<file path="src/rtl/cbist_pkg.sv">
// rtl/cbist_pkg.sv - shared types and constants for the circular-BIST responder
package cbist_pkg;

    localparam int unsigned CBIST_W     = 16;
    localparam int unsigned CBIST_REQ_W = 4;

    localparam logic [CBIST_W-1:0] CBIST_SEED_DEFAULT   = 16'hACE1;
    localparam logic [CBIST_W-1:0] CBIST_GOLDEN_DEFAULT = 16'hCE1A;

    typedef enum logic [2:0] {
        ST_IDLE    = 3'd0,
        ST_INIT    = 3'd1,
        ST_RUN     = 3'd2,
        ST_COMPARE = 3'd3,
        ST_DONE    = 3'd4
    } cbist_state_t;

endpackage

</file>
<file path="src/rtl/cbist_csr.sv">
// rtl/cbist_csr.sv - circular signature register: rotate-left and fold in the response
module cbist_csr
    import cbist_pkg::*;
(
    input  logic               clock,
    input  logic               reset,
    input  logic               load,
    input  logic [CBIST_W-1:0] seed,
    input  logic               en,
    input  logic [CBIST_W-1:0] d,
    output logic [CBIST_W-1:0] q
);

    logic [CBIST_W-1:0] csr_q;
    logic [CBIST_W-1:0] csr_d;

    // Load has priority so a seed always starts from a known value.
    always_comb begin
        csr_d = csr_q;
        if (load) begin
            csr_d = seed;
        end else if (en) begin
            csr_d = {csr_q[CBIST_W-2:0], csr_q[CBIST_W-1]} ^ d;
        end
    end

    always_ff @(posedge clock) begin
        if (reset) begin
            csr_q <= '0;
        end else begin
            csr_q <= csr_d;
        end
    end

    assign q = csr_q;

endmodule

</file>
<file path="src/rtl/cbist_controller.sv">
// rtl/cbist_controller.sv - circular-BIST sequencer for the 4-request arbiter core
module cbist_controller
    import cbist_pkg::*;
#(
    parameter int unsigned        NCYCLES = 1023,
    parameter logic [CBIST_W-1:0] SEED    = CBIST_SEED_DEFAULT,
    parameter logic [CBIST_W-1:0] GOLDEN  = CBIST_GOLDEN_DEFAULT
) (
    input  logic                   clock,
    input  logic                   reset,
    input  logic                   bist_start,
    input  logic [CBIST_W-1:0]     cut_resp,
    output logic [CBIST_REQ_W-1:0] test_req,
    output logic                   test_mode,
    output logic [CBIST_W-1:0]     signature_out,
    output logic                   bist_end,
    output logic                   pass_fail
);

    localparam int unsigned CNT_W = $clog2(NCYCLES + 1);
    localparam logic [CNT_W-1:0] CNT_LAST = CNT_W'(NCYCLES - 1);

    cbist_state_t     state_q, state_d;
    logic [CNT_W-1:0] cnt_q, cnt_d;
    logic             pass_fail_q, pass_fail_d;
    logic             bist_start_q;
    logic             start_p;
    logic             csr_load;
    logic             csr_en;
    logic [CBIST_W-1:0] csr;

    assign start_p = bist_start & ~bist_start_q;

    always_comb begin
        state_d     = state_q;
        cnt_d       = cnt_q;
        pass_fail_d = pass_fail_q;
        csr_load    = 1'b0;
        csr_en      = 1'b0;
        case (state_q)
            ST_IDLE: begin
                if (start_p) begin
                    state_d = ST_INIT;
                end
            end
            ST_INIT: begin
                csr_load    = 1'b1;
                cnt_d       = '0;
                pass_fail_d = 1'b0;
                state_d     = ST_RUN;
            end
            ST_RUN: begin
                csr_en = 1'b1;
                cnt_d  = cnt_q + CNT_W'(1);
                // The final compaction happens on the same edge that leaves RUN.
                if (cnt_q == CNT_LAST) begin
                    state_d = ST_COMPARE;
                end
            end
            ST_COMPARE: begin
                pass_fail_d = (csr == GOLDEN);
                state_d     = ST_DONE;
            end
            ST_DONE: begin
                if (start_p) begin
                    state_d = ST_INIT;
                end
            end
            default: begin
                state_d = ST_IDLE;
            end
        endcase
    end

    always_ff @(posedge clock) begin
        if (reset) begin
            state_q      <= ST_IDLE;
            cnt_q        <= '0;
            pass_fail_q  <= 1'b0;
            bist_start_q <= 1'b0;
        end else begin
            state_q      <= state_d;
            cnt_q        <= cnt_d;
            pass_fail_q  <= pass_fail_d;
            bist_start_q <= bist_start;
        end
    end

    cbist_csr u_csr (
        .clock (clock),
        .reset (reset),
        .load  (csr_load),
        .seed  (SEED),
        .en    (csr_en),
        .d     (cut_resp),
        .q     (csr)
    );

    assign test_req      = csr[CBIST_REQ_W-1:0];
    assign test_mode     = (state_q == ST_INIT) || (state_q == ST_RUN);
    assign signature_out = csr;
    assign bist_end      = (state_q == ST_DONE);
    assign pass_fail     = pass_fail_q;

endmodule

</file>
<file path="config.mk">
export PLATFORM = sky130hd
export DESIGN_NAME = cbist_controller
export DESIGN_NICKNAME = d
export VERILOG_FILES = /design/src/rtl/cbist_pkg.sv /design/src/rtl/cbist_csr.sv /design/src/rtl/cbist_controller.sv
export SDC_FILE = /design/constraint.sdc
export NUM_CORES = 1
export LEC_CHECK = 0
export BUFFER_PORTS_ARGS = -buffer_cell sky130_fd_sc_hd__buf_4
export CORE_ASPECT_RATIO = 1.25
export CORE_MARGIN = 2
export CORE_UTILIZATION = 54
export DETAILED_ROUTE_END_ITERATION = 16
export GPL_TIMING_DRIVEN = 0
export PLACE_DENSITY = 0.86
export SLEW_MARGIN = 20
export SYNTH_ARGS = -nofsm -noshare
export SYNTH_HDL_FRONTEND = slang
export SYNTH_SLANG_ARGS = --single-unit
</file>
<file path="constraint.sdc">
create_clock -name clock -period 3.8 [get_ports clock]
set_clock_uncertainty 0.15 [all_clocks]
set_input_delay 0 -clock clock [delete_from_list [all_inputs] [get_ports clock]]
set_output_delay 0 -clock clock [all_outputs]
set_load 0.02 [all_outputs]
</file>
==> metrics <==
Fin Setup TNS 0 ns; total wire length between 4000 and 5000 um; sequential cell area approximately 620 um^2; Hold-fix buffers, CTS 18; post-synthesis cell type count 40; First-pass DRT Iterations 5; DR iter-0 viols 51; Final Power 0.829 mW; area of the mapped netlist between 1000 and 1500 um^2; FF-to-FF Start state_q[0]$_SDFFE_PP0P_; vias 1545; # resized after CTS 0; outcome complete, no violations; complex-gate fraction of the synthesized area between 10% and 20%; worst setup margin 1.81 ns; xor and xnor area share after synthesis under 10%; syn avg cell area ~8.9 um^2; startpoint types flop; CP top delay family simple AND/OR/NAND/NOR gates; net switching power approximately 0.24 mW; Achievable Freq ~500 MHz; Crit path arrival time about 1.8 ns; RSZ-0062 raised after global routing no; routability cong. approximately 0.86; Die H roughly 61 um; largest family of logic cells by synthesized area simple AND/OR/NAND/NOR gates; Ys Warns 0; core footprint 2480 um^2; Seq cells post-synth 31; Main synth FF type dfxtp_1; Hold Vio Cnt, Final 0; mux cell area share after synthesis 0%; DP Worst Slack 2.09 ns; DR DRC count 0; Overflow after GRT 0; Crit path required time about 3.7 ns; layout cells sized above 1 approximately a quarter; switch share roughly 30%; most frequent cells in the layout 45 x buf_4, 31 x dfxtp_1, 26 x nor2_1; CTS buffer count 5; async set-or-reset flop fraction in the synthesized netlist 0%; Slowest cell on crit path dfxtp_1; row cnt 20; DIE AREA approximately 3100 um^2; Tmin final slightly below 2 ns; nets between 200 and 250; syn nets around 180; combinational power share a little over a fifth; CTS tree built; fin crit share roughly 52%; antenna cells 0; Num Clock Sinks 31; worst slew pin tran 0.459 ns; post-CTS setup repair buffer count 0; Peak VDD IR around 0.00041 V; CTS root buffer clkbuf_4; first-pass GRT wire length 7000 um; reg2reg end u_csr.q[11]$_SDFFE_PP0P_; Worst setup EP type primary output; Leak just under 0.9 nW; Post-Synth Adder-Cell Area 1.75%; CP peak stage delay 0.52 ns; clk_lat worst skew roughly 0.36 ns; antenna violation net count after detailed routing 0; Vias/cell 5.92; Worst Hold Class in2reg; io pins 42; Port-buffer cells a little over 40; pin count of the biggest net entering global routing 11; sequential element share of the synthesized area a little over two fifths; Initial Utilization 57.6%; EDFF count, synth 0; crit path cell chain nor3b_1 > nor2_2 > inv_2 > buf_4; Clk network pwr share 34.0%; reg2reg path depth 6; Fillers around 130; R2R Setup Slk 1.93 ns; Max clock buf depth 2; WP buf/inv 2; # setup viols final 0; number of global-route vias before repair roughly 1.5k; Cell Count, Final, Fillers Out roughly 260; Max-slew headroom between 60% and 70%; Area growth syn-to-layout 43.1%; worst setup path class reg2out; Worst Hold End u_csr.q[3]$_SDFFE_PP0P_; gr usage total between 30% and 40%; placed wire-length estimate 2770 um; Post-Synth Simple-Gate Area 25.1%; CP max FO 10; Slew Viols, Final 0; Internal Power 0.584 mW; Multi-input gate area approximately 740 um^2; most common cell after layout, fill and taps aside buf_4; HP Start cut_resp[3]; H-tree depth 2; placed insts around 240; Reg clk slew, reported paths around 0.11 ns; Cells after Synth between 150 and 200; hold path depth 4; post-DR wirelength/cell 17.4 um; PwrDens 406 nW/um^2; Die X 50.0 um; initial antenna violation count 0; Max Cap Violations 0; sequential share of power about 45%
[routing by layer]
| metal | share of wire (%) | wire [um] | GRT usage, % | up-vias |
|---|---|---|---|---|
| met5 | 0 | 0 | 0 | - |
| met4 | 6.4 | 292 | 25.8 | 0 |
| met3 | 5.8 | 264 | 8.74 | 29 |
| met2 | 53 | 2390 | 57.5 | 80 |
| met1 | 35 | 1600 | 30.9 | 728 |
| li1 | - | - | - | 708 |
[worst max path at each step]
stage,start,cells after the start,endpoint
detailed placement,state_q[1]$_SDFFE_PP0P_,6,cnt_q[2]$_SDFFE_PP0P_
floorplan,state_q[2]$_SDFFE_PP0P_,3,state_q[2]$_SDFFE_PP0P_
global route,state_q[0]$_SDFFE_PP0P_,4,test_mode
finish,state_q[0]$_SDFFE_PP0P_,4,test_mode
CTS,state_q[1]$_SDFFE_PP0P_,5,test_mode
global placement,state_q[1]$_SDFFE_PP0P_,6,cnt_q[2]$_SDFFE_PP0P_
[state kept, by name (all words and copies together), names as in the netlist]
signal / count
cnt_q: 10
u_csr.q: 16
bist_start_q: 1
state_q: 3
pass_fail: 1
[synthesized netlist by cell type (2+ instances only)]
library cell  number  area share (%)
xnor2_1            8             4.9
nor3_1             4             1.4
o22ai_1            8             3.5
a21oi_1            5             1.8
or3_1              2            0.88
dfxtp_1           31              43
o31ai_1            2             1.1
nand2_1            6             1.6
o211ai_1           3             1.6
inv_1              3            0.79
nand4_1            4             1.8
nor3b_1            2             1.1
nor2_1            26             6.8
buf_4              4             2.1
or4_1              2             1.1
nand3_1            7             2.5
a31oi_1            2            0.88
buf_2              2            0.70
and3_1             2            0.88
clkbuf_1           3            0.79
a211oi_1           8             4.2
ha_1               2             1.8
xor2_1             8             4.9
[logic make-up (layout without fill, tap and decap cells)]
logic type,after synthesis,count (layout)
fa+ha+maj,2,2
flops,31,31
simple gates,67,67
compound gates,32,32
xor+xnor,16,16
buf+inv,13,80
[final cells by class]
cell class,instances,share of cell area (%)
plain buffers,9,2.51
clock buffers,6,2.51
clock inverters,2,1.71
inverters,4,0.735
multi-input cells,117,36.3
flip-flops and latches,31,30.4
well taps,33,2.02
repair buffers,59,23.9
[worst reg2reg max path: stages, from the launching register on]
cell and delay [ns]:
dfxtp_1 0.52, nor3b_2 0.10, buf_2 0.21, nor2_2 0.27
inv_2 0.16, o22ai_1 0.25, nor2_1 0.10
[power by group through the flow]
stage | Combinational, mW | Sequential [mW] | Clock, mW
2_1_floorplan | 0.0740 | 0.388 | 0
3_3_place_gp | 0.149 | 0.374 | 0
3_5_place_dp | 0.154 | 0.375 | 0
4_1_cts | 0.171 | 0.368 | 0.280
5_1_grt | 0.187 | 0.373 | 0.294
6_report | 0.177 | 0.370 | 0.282
[per-stage QoR]
stage	area, um^2	util (%)	hold slack, ns
final	2040	82.5	0.334
after global routing	2040	82.5	0.337
after CTS	2040	82.5	0.283
after detailed placement	1780	71.7	0.106
after global placement	1780	71.7	0.0898
after floorplan	1430	-	-0.00171
Note: power is estimated with default switching activity, not from simulation.
